[config.mk]
export PLATFORM = sky130hd
export DESIGN_NAME = epp_bus_ctrl_flat
export DESIGN_NICKNAME = d
export VERILOG_FILES = /design/src/rtl/epp_bus_ctrl_if.sv /design/src/rtl/epp_bus_ctrl.sv /design/src/flat_wrapper.sv
export SDC_FILE = /design/constraint.sdc
export NUM_CORES = 1
export LEC_CHECK = 0
export BUFFER_PORTS_ARGS = -buffer_cell sky130_fd_sc_hd__clkbuf_2
export CORE_MARGIN = 2
export CORE_UTILIZATION = 43
export DETAILED_ROUTE_END_ITERATION = 6
export PLACE_DENSITY = 0.77
export REMOVE_ABC_BUFFERS = 1
export SLEW_MARGIN = 20
export SYNTH_ARGS = -nofsm -noshare
export SYNTH_HDL_FRONTEND = slang
export SYNTH_SLANG_ARGS = --single-unit
export TNS_END_PERCENT = 20
[constraint.sdc]
create_clock -name clk -period 2.01 [get_ports clk]
set_input_delay 0.1005 -clock clk [delete_from_list [all_inputs] [get_ports clk]]
set_output_delay 0.1005 -clock clk [all_outputs]
set_load 0.005 [all_outputs]
[src/rtl/epp_bus_ctrl_if.sv]
// Signal bundle between the EPP host port, this controller and the downstream block.
// The controller uses the slave view; the host side (or a bench) uses the master view.
interface epp_bus_ctrl_if;
    logic       eppAstb;
    logic       eppDstb;
    logic       eppWr;
    logic [7:0] eppDbIn;
    logic [7:0] eppDbOut;
    logic       eppDbOe;
    logic       eppWait;
    logic [7:0] busEppIn;
    logic [7:0] busEppOut;
    logic [6:0] busEppAdr;
    logic       stbData;
    logic       ctrlWr;
    logic       selBram;
    logic       toErr;

    modport slave (
        input  eppAstb, eppDstb, eppWr, eppDbIn, busEppIn,
        output eppDbOut, eppDbOe, eppWait, busEppOut, busEppAdr,
        output stbData, ctrlWr, selBram, toErr
    );

    modport master (
        output eppAstb, eppDstb, eppWr, eppDbIn, busEppIn,
        input  eppDbOut, eppDbOe, eppWait, busEppOut, busEppAdr,
        input  stbData, ctrlWr, selBram, toErr
    );
endinterface

[src/rtl/epp_bus_ctrl.sv]
// EPP slave controller: synchronises host strobes, owns the address register,
// strobes the downstream block for data cycles and runs the host wait handshake.
module epp_bus_ctrl #(
    parameter logic [4:0]  BRAM_BASE   = 5'b00000,
    parameter int unsigned STB_CYC     = 4,
    parameter int unsigned TIMEOUT_CYC = 1023
) (
    input logic           clk,
    input logic           rst,
    epp_bus_ctrl_if.slave bus
);
    localparam int TO_W = $clog2(TIMEOUT_CYC + 1);
    localparam logic [3:0]      STB_INIT = 4'(STB_CYC);
    localparam logic [TO_W-1:0] TO_LAST  = TO_W'(TIMEOUT_CYC - 1);

    typedef enum logic [2:0] {
        IDLE,
        ADR_WR,
        ADR_RD,
        DAT_STB,
        DAT_CAP,
        WAIT_REL
    } state_t;

    state_t          state;
    logic [1:0]      astb_sync;
    logic [1:0]      dstb_sync;
    logic [1:0]      wr_sync;
    logic            astb_prev;
    logic            dstb_prev;
    logic            astb_s;
    logic            dstb_s;
    logic            wr_s;
    logic            astb_fall;
    logic            dstb_fall;
    logic            cyc_is_adr;
    logic            cur_strobe_s;
    logic [3:0]      stb_cnt;
    logic [TO_W-1:0] to_cnt;
    logic [7:0]      db_out;
    logic            db_oe;
    logic            wait_r;
    logic [7:0]      bus_out;
    logic [6:0]      adr;
    logic            stb;
    logic            ctrl_wr;
    logic            to_err;

    // Two-flop synchronisers plus one history flop so only fresh falling edges start a cycle;
    // a strobe still held low after a finished or abandoned cycle is never re-serviced.
    always_ff @(posedge clk or posedge rst) begin
        if (rst) begin
            astb_sync <= 2'b11;
            dstb_sync <= 2'b11;
            wr_sync   <= 2'b11;
            astb_prev <= 1'b1;
            dstb_prev <= 1'b1;
        end else begin
            astb_sync <= {astb_sync[0], bus.eppAstb};
            dstb_sync <= {dstb_sync[0], bus.eppDstb};
            wr_sync   <= {wr_sync[0], bus.eppWr};
            astb_prev <= astb_sync[1];
            dstb_prev <= dstb_sync[1];
        end
    end

    assign astb_s       = astb_sync[1];
    assign dstb_s       = dstb_sync[1];
    assign wr_s         = wr_sync[1];
    assign astb_fall    = astb_prev & ~astb_s;
    assign dstb_fall    = dstb_prev & ~dstb_s;
    assign cur_strobe_s = cyc_is_adr ? astb_s : dstb_s;

    always_ff @(posedge clk or posedge rst) begin
        if (rst) begin
            state      <= IDLE;
            db_out     <= 8'h00;
            db_oe      <= 1'b0;
            wait_r     <= 1'b0;
            bus_out    <= 8'h00;
            adr        <= 7'h00;
            stb        <= 1'b0;
            ctrl_wr    <= 1'b1;
            to_err     <= 1'b0;
            stb_cnt    <= 4'd0;
            to_cnt     <= '0;
            cyc_is_adr <= 1'b0;
        end else begin
            case (state)
                IDLE: begin
                    to_cnt <= '0;
                    if (astb_fall) begin
                        cyc_is_adr <= 1'b1;
                        state      <= wr_s ? ADR_RD : ADR_WR;
                    end else if (dstb_fall) begin
                        cyc_is_adr <= 1'b0;
                        ctrl_wr    <= wr_s;
                        if (!wr_s) begin
                            bus_out <= bus.eppDbIn;
                        end
                        stb_cnt <= STB_INIT;
                        stb     <= 1'b1;
                        state   <= DAT_STB;
                    end
                end
                ADR_WR: begin
                    adr    <= bus.eppDbIn[6:0];
                    to_err <= 1'b0;
                    wait_r <= 1'b1;
                    state  <= WAIT_REL;
                end
                ADR_RD: begin
                    db_out <= {1'b0, adr};
                    db_oe  <= 1'b1;
                    wait_r <= 1'b1;
                    state  <= WAIT_REL;
                end
                DAT_STB: begin
                    if (stb_cnt == 4'd1) begin
                        stb   <= 1'b0;
                        state <= DAT_CAP;
                    end else begin
                        stb_cnt <= stb_cnt - 4'd1;
                    end
                end
                DAT_CAP: begin
                    if (ctrl_wr) begin
                        db_out <= bus.busEppIn;
                        db_oe  <= 1'b1;
                    end
                    wait_r <= 1'b1;
                    state  <= WAIT_REL;
                end
                WAIT_REL: begin
                    // A host that never releases its strobe is dropped and flagged.
                    if (cur_strobe_s) begin
                        wait_r <= 1'b0;
                        db_oe  <= 1'b0;
                        state  <= IDLE;
                    end else if (to_cnt == TO_LAST) begin
                        to_err <= 1'b1;
                        wait_r <= 1'b0;
                        db_oe  <= 1'b0;
                        state  <= IDLE;
                    end else begin
                        to_cnt <= to_cnt + TO_W'(1);
                    end
                end
                default: state <= IDLE;
            endcase
        end
    end

    assign bus.eppDbOut  = db_out;
    assign bus.eppDbOe   = db_oe;
    assign bus.eppWait   = wait_r;
    assign bus.busEppOut = bus_out;
    assign bus.busEppAdr = adr;
    assign bus.stbData   = stb;
    assign bus.ctrlWr    = ctrl_wr;
    assign bus.toErr     = to_err;
    assign bus.selBram   = (adr[6:2] == BRAM_BASE);
endmodule

[src/flat_wrapper.sv]
// flat-port wrapper written by rule: the top's interface ports become plain ports
module epp_bus_ctrl_flat 
#(
    parameter logic [4:0]  BRAM_BASE   = 5'b00000,
    parameter int unsigned STB_CYC     = 4,
    parameter int unsigned TIMEOUT_CYC = 1023
)
  (clk, rst, bus_eppAstb, bus_eppDstb, bus_eppWr, bus_eppDbIn, bus_busEppIn, bus_eppDbOut, bus_eppDbOe, bus_eppWait, bus_busEppOut, bus_busEppAdr, bus_stbData, bus_ctrlWr, bus_selBram, bus_toErr);
  epp_bus_ctrl_if bus_i ();
  input logic clk;
  input logic rst;
  input wire logic [$bits(bus_i.eppAstb)-1:0] bus_eppAstb;
  input wire logic [$bits(bus_i.eppDstb)-1:0] bus_eppDstb;
  input wire logic [$bits(bus_i.eppWr)-1:0] bus_eppWr;
  input wire logic [$bits(bus_i.eppDbIn)-1:0] bus_eppDbIn;
  input wire logic [$bits(bus_i.busEppIn)-1:0] bus_busEppIn;
  output wire logic [$bits(bus_i.eppDbOut)-1:0] bus_eppDbOut;
  output wire logic [$bits(bus_i.eppDbOe)-1:0] bus_eppDbOe;
  output wire logic [$bits(bus_i.eppWait)-1:0] bus_eppWait;
  output wire logic [$bits(bus_i.busEppOut)-1:0] bus_busEppOut;
  output wire logic [$bits(bus_i.busEppAdr)-1:0] bus_busEppAdr;
  output wire logic [$bits(bus_i.stbData)-1:0] bus_stbData;
  output wire logic [$bits(bus_i.ctrlWr)-1:0] bus_ctrlWr;
  output wire logic [$bits(bus_i.selBram)-1:0] bus_selBram;
  output wire logic [$bits(bus_i.toErr)-1:0] bus_toErr;
  assign bus_i.eppAstb = bus_eppAstb;
  assign bus_i.eppDstb = bus_eppDstb;
  assign bus_i.eppWr = bus_eppWr;
  assign bus_i.eppDbIn = bus_eppDbIn;
  assign bus_i.busEppIn = bus_busEppIn;
  assign bus_eppDbOut = bus_i.eppDbOut;
  assign bus_eppDbOe = bus_i.eppDbOe;
  assign bus_eppWait = bus_i.eppWait;
  assign bus_busEppOut = bus_i.busEppOut;
  assign bus_busEppAdr = bus_i.busEppAdr;
  assign bus_stbData = bus_i.stbData;
  assign bus_ctrlWr = bus_i.ctrlWr;
  assign bus_selBram = bus_i.selBram;
  assign bus_toErr = bus_i.toErr;
  epp_bus_ctrl #(.BRAM_BASE(BRAM_BASE), .STB_CYC(STB_CYC), .TIMEOUT_CYC(TIMEOUT_CYC)) u_core (.clk(clk), .rst(rst), .bus(bus_i));
endmodule
# Yosys cells after proc, flatten, opt, wreduce, memory -nomap -nowiden
# Index checks and enable logic that the tools add are counted.
[totals] ff_bits=54 latchBits=0 ramBits=0 romBits=0 output_inout_bits=29 elab_cells=94 memories=0
[op_classes] addsub=2 multipliers=0 div=0 magnitude_cmp=0 eq_ne=17 shift=0 muxes=31 n_bitwise=6 n_reduce_logical=21
[ops] op="$mux 10" n=2
[ops] op="$pmux 10 s2" n=1
[ops] op="$pmux 8 s2" n=1
[ops] op="$mux 3" n=5
[ops] op="$reduce_and 3->1" n=5
[ops] op="$mux 4" n=3
[ops] op="$pmux 3 s4" n=1
[ops] op="$reduce_and 4->1" n=3
[ops] op="$reduce_bool 2->1" n=6
[ops] op="$mux 1" n=11
[ops] op="$add 10x1->10 const B" n=1
[ops] op="$eq 10x10->1 const B" n=1
[ops] op="$mux 8" n=1
[ops] op="$ne 2x1->1 const B" n=4
[ops] op="$ne 2x2->1 const B" n=4
[ops] op="$pmux 4 s2" n=1
[ops] op="$eq 3x2->1 const B" n=2
[ops] op="$eq 3x3->1 const B" n=2
[ops] op="$ne 3x1->1 const B" n=2
[ops] op="$pmux 1 s2" n=3
[ops] op="$reduce_and 2->1" n=3
[ops] op="$logic_not 5->1" n=1
[ops] op="$eq 4x1->1 const B" n=1
[ops] op="$not 1->1" n=4
[ops] op="other kinds (8)" n=9

# Longest topological paths before layout
[logic_depth] word_depth=5 mapped_depth=7 ltp_nobuf=6

# Worst setup path after synthesis
# No wires, ideal clock.
[synth_timing] kind="register -> register" startpoint="reg u_core.state[0]" endpoint="reg u_core.bus_out[0] (netlist: u_core.bus.busEppOut[0])" t_arrival_ns=1.512 required_time_ns=1.885 path_slack_ns=0.374 path_stages_with_launch=6 path_buffers=1 synth_period_minus_slack_ns=1.636 path_cell_list="dfrtp_1 -> buf_2 -> nor3_4 -> nand3b_4 -> nor2_8 -> mux2_2"
[synth_between] elab_chain_len=2
[synth_lines] item="start: declaration" line="epp_bus_ctrl.sv:25" rtl="state_t state;"
[synth_lines] item="start signal: assignment" line="epp_bus_ctrl.sv:94" rtl="state <= wr_s ? ADR_RD : ADR_WR;"
[synth_lines] item="$logic_not 3->1" line="epp_bus_ctrl.sv:89" rtl="case (state)"
[synth_lines] item="$reduce_and 4->1 (no source line)"
[synth_lines] item="end signal: assignment" line="epp_bus_ctrl.sv:99" rtl="bus_out <= bus.eppDbIn;"
[synth_lines] item="end: declaration" line="epp_bus_ctrl.sv:43" rtl="logic [7:0] bus_out;"
# Every way passes these cells.
# A chain may end at the register's enable or synchronous reset.

# Final worst setup path
[layout_timing] startpoint="reg u_core.state[2]" endpoint="reg u_core.to_cnt[3]"
[layout_between] elab_chain_len=3 elab_cells_between_ends=7 cone_classes="eq/ne (3); mux (1); reduce/logical (3)"
[layout_lines] item="$eq 3x3->1 / $logic_not 3->1 (equally long branches)" line="epp_bus_ctrl.sv:89"
[layout_lines] item="$ne 2x2->1 (no source line) / $reduce_bool 2->1 (equally long branches)"
[layout_lines] item="$reduce_and 3->1 (no source line)"
[layout_lines] item="end signal: assignment" line="epp_bus_ctrl.sv:146" rtl="to_cnt <= to_cnt + TO_W'(1);"
[layout_lines] item="end: declaration" line="epp_bus_ctrl.sv:39" rtl="logic [TO_W-1:0] to_cnt;"
# Parallel ways exist; a longest one is shown, timed or not.

==> results.md <==
- Data arrival time of the worst path: 2050 ps
- Switching power: between 1 and 1.5 mW
- Leakage component of the power: ~1.4 nW
- Max-slew violation count: 0
- Crit path time final: between 1500 and 2000 ps
- Final wirelength: ~4700 um
- Switching Share: between 30% and 40%
- Part of the total power dissipated in the clock network: between 10% and 20%
- Combinational fraction of design power: 37.6%
- CTS Buffer Depth: 2
- Mean post-synth cell area: ~12 um2
- Post-route cell area: slightly below 3000 um2
- Later-pin clock latency in the skew report: around 310 ps
- Fillers: between 400 and 500
- Result of the run: finished clean
- Largest fanout on the critical path: 12
- Chip Height: ~80 um
- Data required, critical path: 2240 ps
- Hold_ws: approximately 39 ps
- Final HPWL from detailed placement: 3430 um
- Initial cell density of the core: between 40% and 50%
- Number of H-tree branching levels: 2
- Worst clock skew: approximately 17 ps
- Internal reg-to-reg setup slack: roughly 190 ps
- Number of detailed-routing iterations run before antenna repair: 4
- Area used by multi-input combinational logic: 1010 um2
- Placement-stage cell area: 2800 um2
- Most used cells in the layout excluding fill and tap cells: clkbuf_2 (49), dfrtp_1 (45), a21oi_1 (17)
- Unrepaired setup endpoints after global routing: false
- Number of violations reported at the end of detailed-routing iteration 0: ~110
- Clock-pin slew of the registers on the worst-case setup and hold paths: ~100 ps
- Cells after DPL: ~330
- Proportion of power drawn by flip-flops and latches: ~47%
- Synth Cell Area: between 2000 and 2500 um2
- Number of setup violations in the final report: 0
- Number of clock buffers inserted by TritonCTS: 5
- Overall power: between 3 and 4 mW
- Remaining number of nets flagged by the antenna check after routing: 0
- Final clock period utilization by the worst path: roughly 90%
- Net total in the final layout: 295
- Overall overflow remaining after global route: 0
- Register bit count reported by yosys: 54
- Number of warnings printed during yosys synthesis: 0
- Fraction of layout instances using a drive strength above 1: between 30% and 40%
- Unique masters post-synth: 45
- Worst vdd rail ir drop: 0.829 mV
- Number of I/O pins: 50
- Count of cells along the worst hold path: 2
- TritonCTS clock tree: yes
- Core Area: between 5000 and 6000 um2
- Beginning of the worst register-to-register path: u_core.state[2]
- Register cell area after layout: 1360 um2
- Num Clock Sinks: 54
- Maximum frequency from static timing analysis: 0.550 GHz
- Capture point of the worst path: u_core.to_cnt[3]
- Filler-free cell count of the finished design: around 340
- Internal power consumption: around 2.4 mW
- Total via count in the routed design: roughly 1,800
- End of the worst register-to-register path: u_core.to_cnt[3]
- Final core utilization: a little over half
- Final weighted congestion in routability-driven placement: approximately 0.83
- I/O Buffers: between 40 and 50
- Overall die area: about 6300 um2
- R2r worst-path depth: 4
- Pin count of the biggest net entering global routing: 55
- Transition time of the tightest slew-check pin: around 650 ps
- Clock tree root buffer cell: clkbuf_8
- Proportion of synthesized chip area in sequential cells: between 50% and 60%
- Routed length per placed instance: 13.7 um
- Total negative slack for setup checks: 0 ps
- Vias in the first global route: around 1,700
- Total number of placement rows: 27
- Area delta synth->final: 19.5%
- Wire length of the first global-routing pass: just under 8000 um
- Cell Pwr Density: around 1300 nW/um2
- Tightest slew margin relative to the limit: between 50% and 60%
- Total of max-cap violations: 0
- Most common library cell in the layout ignoring fill and taps: clkbuf_2
- Overall die width: about 80 um
- Crit path setup slack, layout: 192 ps
- Initial antenna violation count: 0
- DRC Markers: 0
- Worst setup path start: u_core.state[2]
- Number of endpoints with negative hold slack in the final report: 0
- Critical path endpoint category: flip-flop
- Synthesized instance count: between 200 and 250
- Kind of start point of the critical path: flip-flop
- Class of the most critical setup path: reg2reg
- Post-DR vias/cell: roughly 5.2
- GR Util All Layers: between 10% and 20%
- Worst slack after detailed placement: approximately 230 ps
- Worst min-delay path category: in2reg
- Number of diodes: 0
-- state kept, by name (all words and copies together), names as in the netlist, 2 cells and up --
name	count
u_core.bus.busEppOut	8
u_core.bus.eppDbOut	8
u_core.bus.busEppAdr	7
u_core.stb_cnt	4
u_core.to_cnt	10
u_core.state	3
u_core.wr_sync	2
u_core.dstb_sync	2
u_core.astb_sync	2
-- metal layers --
metal,up-vias,track usage (%),routed length (um)
li1,867,-,-
met1,863,20.8,2120
met2,31,25.6,2350
met3,8,2.38,146
met4,0,6.90,85
met5,-,0,0
-- worst min path at each step --
| stage | from | to | slack, ps |
|---|---|---|---|
| finish | bus_eppDbIn[7] | u_core.bus.busEppOut[7] | 40 |
| global route | bus_eppDbIn[7] | u_core.bus.busEppOut[7] | 20 |
| CTS | bus_eppDbIn[7] | u_core.bus.busEppOut[7] | 20 |
| detailed placement | bus_eppAstb | u_core.astb_sync[0] | 190 |
| global placement | bus_eppAstb | u_core.astb_sync[0] | 190 |
| floorplan | bus_eppAstb | u_core.astb_sync[0] | 100 |
-- critical path: stages, from the launching register on --
cell	delay, ps
dfrtp_1	610
and3b_2	310
nand2_2	110
or4_1	530
a21oi_1	180
-- synthesized netlist by cell type (all sizes together) --
master   n  area share [%]
a22o     1            0.36
mux2    16             7.3
o21ai    8             1.6
nand3    9             2.0
a21oi   17             3.5
o31ai    3            0.92
nand3b   2             1.1
nor3     6             2.1
nand2   13             2.1
o311ai   1            0.36
dfstp    9             9.6
dfrtp   45              46
mux2i   13             5.3
or2      1            0.26
and3b    2            0.76
a32oi    1            0.36
and2     2            0.51
ha       4             2.0
o211ai   2            0.61
a31oi    2            0.51
xnor2    1            0.36
xor2     1            0.36
a31o     1            0.36
nand4    3            0.76
nand2b   2            0.51
a211oi   1            0.51
nor2b    2            0.51
and3     2            0.51
or3b     1            0.36
nor3b    1            0.31
buf      6             1.4
or4      3            0.92
nor4     3             1.0
inv     10             1.5
clkbuf   1            0.15
nor2    15             3.1
-- cell type report --
cell class,count,share of cell area (%)
Clock buffer,5,2.35
Clock inverter,3,0.725
Inverter,10,1.28
Multi-Input combinational cell,139,34.6
Sequential cell,54,46.5
Tap cell,72,3.07
Timing Repair Buffer,60,11.5
-- cell families after synthesis --
logic type | after synthesis | synth area share, %
muxes | 29 | 12.6
adders and majority gates | 4 | 2.04
AOI/OAI and AO/OA | 37 | 9.08
buffers and inverters | 17 | 3.11
xor gates and xnor gates | 2 | 0.714
DFF | 54 | 55.5
and+or+nand+nor | 67 | 16.9
-- repair_timing --
| action | CTS | global route |
|---|---|---|
| resized for setup | 0 | 0 |
| setup buffers | 0 | 0 |
| hold buffers | 4 | 0 |
| hold endpoints to repair | 48 | 0 |
| endpoints found under the setup margin | 0 | 0 |
-- power groups by stage --
stage               Clock (mW)  Combinational [mW]  Sequential (mW)
detailed placement           0                1.44             1.79
floorplan                    0               0.862             1.78
global route             0.660                1.59             1.83
CTS                      0.614                1.45             1.77
global placement             0                1.40             1.78
finish                   0.596                1.43             1.77
Power figures use the tool's default switching activity.
